File: src/rtl/line_readout_ctrl_pkg.sv
// Shared line-buffer types and widths.
// Used by the readout controller and its bench.
package line_readout_ctrl_pkg;
    localparam int LB_ADDR_W = 11;
    localparam int LB_DATA_W = 8;

    typedef enum logic [1:0] {
        IDLE  = 2'd0,
        READ  = 2'd1,
        DRAIN = 2'd2
    } lb_state_e;
endpackage

File: src/rtl/line_readout_ctrl_if.sv
// Valid/ready pixel stream with end-of-line marker.
interface line_readout_ctrl_if #(
    parameter int DATA_W = 8
);
    logic              m_valid;
    logic              m_ready;
    logic [DATA_W-1:0] m_data;
    logic              m_last;

    modport master (
        output m_valid,
        output m_data,
        output m_last,
        input  m_ready
    );

    modport slave (
        input  m_valid,
        input  m_data,
        input  m_last,
        output m_ready
    );
endinterface

File: src/rtl/line_out_fifo.sv
// Small synchronous FIFO with flush, sized by the
// read-credit scheme so a push never meets a full FIFO.
module line_out_fifo #(
    parameter  int W     = 9,
    parameter  int DEPTH = 4,
    localparam int PW    = $clog2(DEPTH),
    localparam int CW    = PW + 1
) (
    input  logic          clk,
    input  logic          reset,
    input  logic          push,
    input  logic [W-1:0]  push_data,
    input  logic          pop,
    input  logic          flush,
    output logic [W-1:0]  pop_data,
    output logic          empty,
    output logic [CW-1:0] count
);
    logic [W-1:0]  mem_q [DEPTH];
    logic [PW-1:0] wptr_q, wptr_d;
    logic [PW-1:0] rptr_q, rptr_d;
    logic [CW-1:0] count_q, count_d;

    always_comb begin
        wptr_d  = wptr_q + PW'(push);
        rptr_d  = rptr_q + PW'(pop);
        count_d = count_q + CW'(push) - CW'(pop);
        if (flush) begin
            wptr_d  = '0;
            rptr_d  = '0;
            count_d = '0;
        end
    end

    always_ff @(posedge clk or posedge reset) begin
        if (reset) begin
            wptr_q  <= '0;
            rptr_q  <= '0;
            count_q <= '0;
        end else begin
            wptr_q  <= wptr_d;
            rptr_q  <= rptr_d;
            count_q <= count_d;
        end
    end

    always_ff @(posedge clk) begin
        if (push && !flush) begin
            mem_q[wptr_q] <= push_data;
        end
    end

    assign pop_data = mem_q[rptr_q];
    assign empty    = (count_q == '0);
    assign count    = count_q;
endmodule

File: src/rtl/line_readout_ctrl.sv
// Read side of the ping-pong line buffer: captures each
// line length from the write strobe and streams it back.
module line_readout_ctrl
    import line_readout_ctrl_pkg::*;
#(
    parameter int ADDR_W      = LB_ADDR_W,
    parameter int DATA_W      = LB_DATA_W,
    parameter int OFIFO_DEPTH = 4
) (
    input  logic              clk,
    input  logic              reset,
    input  logic              wr_we,
    input  logic [ADDR_W-1:0] wr_addr,
    output logic              rd_re,
    output logic [ADDR_W-1:0] rd_addr,
    input  logic [DATA_W-1:0] rd_data,
    line_readout_ctrl_if.master m,
    output logic              busy,
    output logic              overrun
);
    localparam int CW = $clog2(OFIFO_DEPTH) + 1;

    lb_state_e         state_q, state_d;
    logic              we_prev_q, we_prev_d;
    logic [ADDR_W-1:0] last_addr_q, last_addr_d;
    logic [ADDR_W:0]   len_q, len_d;
    logic              rd_re_q, rd_re_d;
    logic [ADDR_W-1:0] rd_addr_q, rd_addr_d;
    logic              inflight_q, inflight_d;
    logic              tag_last_q, tag_last_d;
    logic              busy_q, busy_d;
    logic              overrun_q, overrun_d;

    logic              line_end;
    logic              issue_last;
    logic              credit;
    logic              drain_done;
    logic [CW:0]       pending;
    logic              push, pop, flush, empty;
    logic [DATA_W:0]   pop_data;
    logic [CW-1:0]     fifo_count;

    assign line_end   = we_prev_q & ~wr_we;
    assign issue_last = rd_re_q &
        (({1'b0, rd_addr_q} + (ADDR_W+1)'(1)) == len_q);

    // Count every read that will still land in the FIFO.
    assign pending = {1'b0, fifo_count}
                   + (CW+1)'(inflight_q)
                   + (CW+1)'(rd_re_q);
    assign credit  = pending < (CW+1)'(OFIFO_DEPTH);

    assign pop        = ~empty & m.m_ready;
    assign drain_done = ~inflight_q & ~rd_re_q &
        (empty | ((fifo_count == CW'(1)) & pop));

    always_comb begin
        state_d     = state_q;
        we_prev_d   = wr_we;
        last_addr_d = wr_we ? wr_addr : last_addr_q;
        len_d       = len_q;
        rd_re_d     = 1'b0;
        rd_addr_d   = rd_addr_q + ADDR_W'(rd_re_q);
        inflight_d  = rd_re_q;
        tag_last_d  = issue_last;
        overrun_d   = 1'b0;
        flush       = 1'b0;
        unique case (state_q)
            IDLE: ;
            READ: begin
                if (issue_last) state_d = DRAIN;
                else            rd_re_d = credit;
            end
            DRAIN: begin
                if (drain_done) state_d = IDLE;
            end
            default: state_d = IDLE;
        endcase
        // A new line always wins; an unfinished one is dropped.
        if (line_end) begin
            overrun_d  = (state_q != IDLE) &&
                !((state_q == DRAIN) && drain_done);
            flush      = overrun_d;
            inflight_d = rd_re_q & ~overrun_d;
            state_d    = READ;
            len_d      = {1'b0, last_addr_q} + (ADDR_W+1)'(1);
            rd_addr_d  = '0;
            rd_re_d    = 1'b1;
        end
        busy_d = (state_d != IDLE);
    end

    always_ff @(posedge clk or posedge reset) begin
        if (reset) begin
            state_q     <= IDLE;
            we_prev_q   <= 1'b0;
            last_addr_q <= '0;
            len_q       <= '0;
            rd_re_q     <= 1'b0;
            rd_addr_q   <= '0;
            inflight_q  <= 1'b0;
            tag_last_q  <= 1'b0;
            busy_q      <= 1'b0;
            overrun_q   <= 1'b0;
        end else begin
            state_q     <= state_d;
            we_prev_q   <= we_prev_d;
            last_addr_q <= last_addr_d;
            len_q       <= len_d;
            rd_re_q     <= rd_re_d;
            rd_addr_q   <= rd_addr_d;
            inflight_q  <= inflight_d;
            tag_last_q  <= tag_last_d;
            busy_q      <= busy_d;
            overrun_q   <= overrun_d;
        end
    end

    assign push = inflight_q;

    line_out_fifo #(
        .W     (DATA_W + 1),
        .DEPTH (OFIFO_DEPTH)
    ) u_fifo (
        .clk       (clk),
        .reset     (reset),
        .push      (push),
        .push_data ({tag_last_q, rd_data}),
        .pop       (pop),
        .flush     (flush),
        .pop_data  (pop_data),
        .empty     (empty),
        .count     (fifo_count)
    );

    assign m.m_valid = ~empty;
    assign m.m_last  = ~empty & pop_data[DATA_W];
    assign m.m_data  = empty ? '0 : pop_data[DATA_W-1:0];
    assign rd_re     = rd_re_q;
    assign rd_addr   = rd_addr_q;
    assign busy      = busy_q;
    assign overrun   = overrun_q;
endmodule

File: src/flat_wrapper.sv
// flat-port wrapper written by rule: the top's interface ports become plain ports
module line_readout_ctrl_flat import line_readout_ctrl_pkg::*;
#(
    parameter int ADDR_W      = LB_ADDR_W,
    parameter int DATA_W      = LB_DATA_W,
    parameter int OFIFO_DEPTH = 4
)
  (clk, reset, wr_we, wr_addr, rd_re, rd_addr, rd_data, busy, overrun, m_m_valid, m_m_data, m_m_last, m_m_ready);
  line_readout_ctrl_if #(.DATA_W(DATA_W)) m_i ();
  input  logic clk;
  input  logic reset;
  input  logic wr_we;
  input  logic [ADDR_W-1:0] wr_addr;
  output logic rd_re;
  output logic [ADDR_W-1:0] rd_addr;
  input  logic [DATA_W-1:0] rd_data;
  output logic busy;
  output logic overrun;
  output wire logic [$bits(m_i.m_valid)-1:0] m_m_valid;
  output wire logic [$bits(m_i.m_data)-1:0] m_m_data;
  output wire logic [$bits(m_i.m_last)-1:0] m_m_last;
  input wire logic [$bits(m_i.m_ready)-1:0] m_m_ready;
  assign m_m_valid = m_i.m_valid;
  assign m_m_data = m_i.m_data;
  assign m_m_last = m_i.m_last;
  assign m_i.m_ready = m_m_ready;
  line_readout_ctrl #(.ADDR_W(ADDR_W), .DATA_W(DATA_W), .OFIFO_DEPTH(OFIFO_DEPTH)) u_core (.clk(clk), .reset(reset), .wr_we(wr_we), .wr_addr(wr_addr), .rd_re(rd_re), .rd_addr(rd_addr), .rd_data(rd_data), .m(m_i), .busy(busy), .overrun(overrun));
endmodule
File: config.mk
export PLATFORM = sky130hd
export DESIGN_NAME = line_readout_ctrl_flat
export DESIGN_NICKNAME = d
export VERILOG_FILES = /design/src/rtl/line_readout_ctrl_pkg.sv /design/src/rtl/line_readout_ctrl_if.sv /design/src/rtl/line_out_fifo.sv /design/src/rtl/line_readout_ctrl.sv /design/src/flat_wrapper.sv
export SDC_FILE = /design/constraint.sdc
export NUM_CORES = 1
export LEC_CHECK = 0
export CAP_MARGIN = 20
export CORE_UTILIZATION = 63
export DETAILED_ROUTE_END_ITERATION = 7
export DONT_BUFFER_PORTS = 1
export HOLD_SLACK_MARGIN = 0.08
export PLACE_DENSITY = 0.81
export SYNTH_ARGS = -nofsm -noshare
export SYNTH_HDL_FRONTEND = slang
export SYNTH_SLANG_ARGS = --single-unit
export TNS_END_PERCENT = 1
File: constraint.sdc
create_clock -name clk -period 3.15 [get_ports clk]
set_input_delay 0.4725 -clock clk [delete_from_list [all_inputs] [get_ports clk]]
set_output_delay 0.4725 -clock clk [all_outputs]
set_load 0.01 [all_outputs]
==> run metrics <==
antenna viol nets, final=0; multiplexer area fraction after synthesis=8.38%; Max Cap Viol=0; final hold slack=160 ps; Synth Area in XOR/XNOR=about 7.6%; Yosys cell types=42; EDFF count, synth=36; Critical Path AT=2430 ps; P_leak=about 1.6 nW; synthesized area=0.00390 mm^2; power share of the combinational group=26.1%; FF+latch count, synth=85; type of destination of the critical path=flip-flop; Min-Delay Endpoint=u_core.we_prev_q; Clock power frac=between 20% and 30%; outcome=completed; H-Tree Depth=3; P_int=0.00206 W; Die ar.=0.00651 mm^2; Final setup violation count=0; Compound-Gate Fraction of Synth Area=4.62%; RSZ-0062 raised after global routing=no; Post-Synth Adder-Cell Area=3.72%; top cell type by total area after synthesis=dfrtp_1; core area=0.00596 mm^2; clock latency on the worst-skew pair=340 ps; Overflow after GRT=0; Num Clock Sinks=85; hold path cells=0; Clock Skews=5.05 ps; CTS tree=yes; chip width=80.7 um; drt total wl=~6600 um; DP Wirelength=4440 um; Setup CP Type=flip-flop to flip-flop; DRT iter0 DRCs=151; Net Sw Frac=32.7%; largest net degree at the start of global routing=50; Clock transition at path regs=80 ps; sequential share of power=approximately 52%; I/O Pins=47; chip height=80.7 um; TritonRoute pass-1 iters=4; reg2reg start=u_core.inflight_q; worst slew pin tran=~820 ps; PostCTS Resize Cnt=0; gpl congestion=0.805; Clock Tree Buf Depth=2; Synth Warn #=0; Slew HR=45.1%; CP startpoint kind=flip-flop; synth top area cells=dfrtp_1 (31%), edfxtp_1 (28%), mux4_2 (5.2%), xnor2_1 (4.7%), ha_1 (3.2%); fmax=between 400 and 500 MHz; CP max FO=9; final hold viol count=0; largest family of logic cells by synthesized area=simple AND/OR/NAND/NOR gates; ANT cells=0; clk root buf=clkbuf_8; Synth Flop Type=dfrtp_1; Port Buffers=0; Initial Util=65.5%; r2r setup slk=770 ps; worst flop-to-flop path endpoint=u_core.u_fifo.mem_q[2][2]; Max IR drop VDD=0.466 mV; routed vias=2266; power per cell area=735 mW/mm^2; Slew Limit Fails=0; sequential area share after synthesis=59.2%; Simple-Gate Fraction of Synth Area=14.0%; Tot GR Track Use=23.2%; hold_sp=wr_we; min Tclk post-route=between 2000 and 2500 ps; Post-CTS Setup Bufs=0; first-pass GRT wire length=11000 um; Final TNS setup=0 ps; most frequent cells in the layout=dfrtp_1 (49), edfxtp_1 (36), xnor2_1 (21), nand2_1 (21), o21ai_0 (18); commonest non-fill, non-tap cell in the layout=dfrtp_1; total nets after synthesis=335; Worst Path Required=3200 ps; Layout Nets=about 340; Hold Crit Class=primary input to flip-flop; Num CTS Buffers=9; layout cells sized above 1=14.1%; DRC Markers=0; synthesis-to-layout area growth=6.64%; share of the synthesized area in the top cell type=31.5%; post-DR vias/cell=5.86; CTS Hold Buffers Added=0; Synth Instances=about 300; asr flop ratio synth=between 50% and 60%; syn avg cell area=13.0 um^2; row count=28; number of global-route vias before repair=2274; Psw=0.000998 W; WL per Instance=about 17 um; initial antenna violation count=0; reg2reg path depth=6; part of the cycle the worst path needs=roughly three quarters
critical path, cell delays in order, from the launching register on:
cell      delay [ps]
dfrtp_1          440
nor4_1           290
a21boi_0         170
o21ai_0          530
nand2_1          190
nor3b_1          230
buf_4            230
area by class of cell:
type	count	area (um^2)
Clock buffer	10	128
Multi-Input combinational cell	197	1500
Timing Repair Buffer	7	67.6
Clock inverter	6	38.8
Inverter	7	26.3
Tap cell	75	93.8
Fill cell	424	1800
Sequential cell	85	2310
kinds of logic after synthesis:
logic type	after synthesis
mux	20
compound gates	32
buf+inv	19
xor+xnor	34
fa+ha+maj	11
simple gates	100
flops	85
worst max path at each step:
stage,start,endpoint,slack [ps],depth (start not counted)
detailed placement,u_core.inflight_q,u_core.u_fifo.mem_q[2][7],780,6
finish,u_core.inflight_q,u_core.u_fifo.mem_q[2][2],770,6
CTS,u_core.inflight_q,u_core.u_fifo.mem_q[2][7],740,6
global placement,u_core.inflight_q,u_core.u_fifo.mem_q[3][7],960,4
floorplan,u_core.inflight_q,u_core.u_fifo.mem_q[2][0],700,5
global route,u_core.inflight_q,u_core.u_fifo.mem_q[2][0],480,6
Yosys cell counts, types with 2 or more instances:
cell type and count:
nor2b_1 11, nand2b_1 3, nand4_1 3, nor4_1 2
nor3_1 9, nand3_1 13, and2_1 6, and3_1 6
buf_1 2, clkbuf_1 5, a21oi_1 8, edfxtp_1 36
ha_1 10, inv_1 7, buf_6 2, nor2_1 11
xnor2_1 21, mux2_2 11, or3_1 5, nor3b_1 2
mux4_2 9, buf_4 2, xor2_1 13, dfrtp_1 49
nand2_1 21, o21ai_0 18
sequential cells by signal, summed over array words and instances, names as in the netlist:
| signal | flops |
|---|---|
| u_core.tag_last_q | 1 |
| u_core.rd_addr | 11 |
| u_core.overrun | 1 |
| u_core.u_fifo.mem_q | 36 |
| u_core.last_addr_q | 11 |
| u_core.we_prev_q | 1 |
| u_core.busy | 1 |
| u_core.u_fifo.count | 3 |
| u_core.u_fifo.rptr_q | 2 |
| u_core.u_fifo.wptr_q | 2 |
| u_core.state_q | 2 |
| u_core.inflight_q | 1 |
| u_core.len_q | 12 |
| u_core.rd_re | 1 |
metal layers:
layer / track usage (%) / share of wire, % / vias up
li1: - / - / 1096
met1: 33.3 / 48 / 1107
met2: 32.7 / 45 / 56
met3: 7.16 / 5.6 / 7
met4: 9.64 / 1.4 / 0
met5: 0 / 0 / -
metrics by stage:
stage               setup WS [ps]  area, um^2  cells  total power [W]  utilization, %
floorplan                     702        3900    301          0.00223               -
global placement              963        3960    369          0.00239            66.5
detailed placement            780        3960    369          0.00243            66.5
CTS                           735        4130    385          0.00308            69.3
global route                  477        4160    387          0.00327            69.8
finish                        769        4160    387          0.00306            69.8
power by group through the flow:
stage,sequential [W],clock [W],combinational (W)
2_1_floorplan,0.00151,0,0.000723
3_3_place_gp,0.00161,0,0.000779
3_5_place_dp,0.00162,0,0.000804
4_1_cts,0.00160,0.000678,0.000808
5_1_grt,0.00163,0.000723,0.000919
6_report,0.00160,0.000664,0.000798
Note: power is estimated with default switching activity, not from simulation.
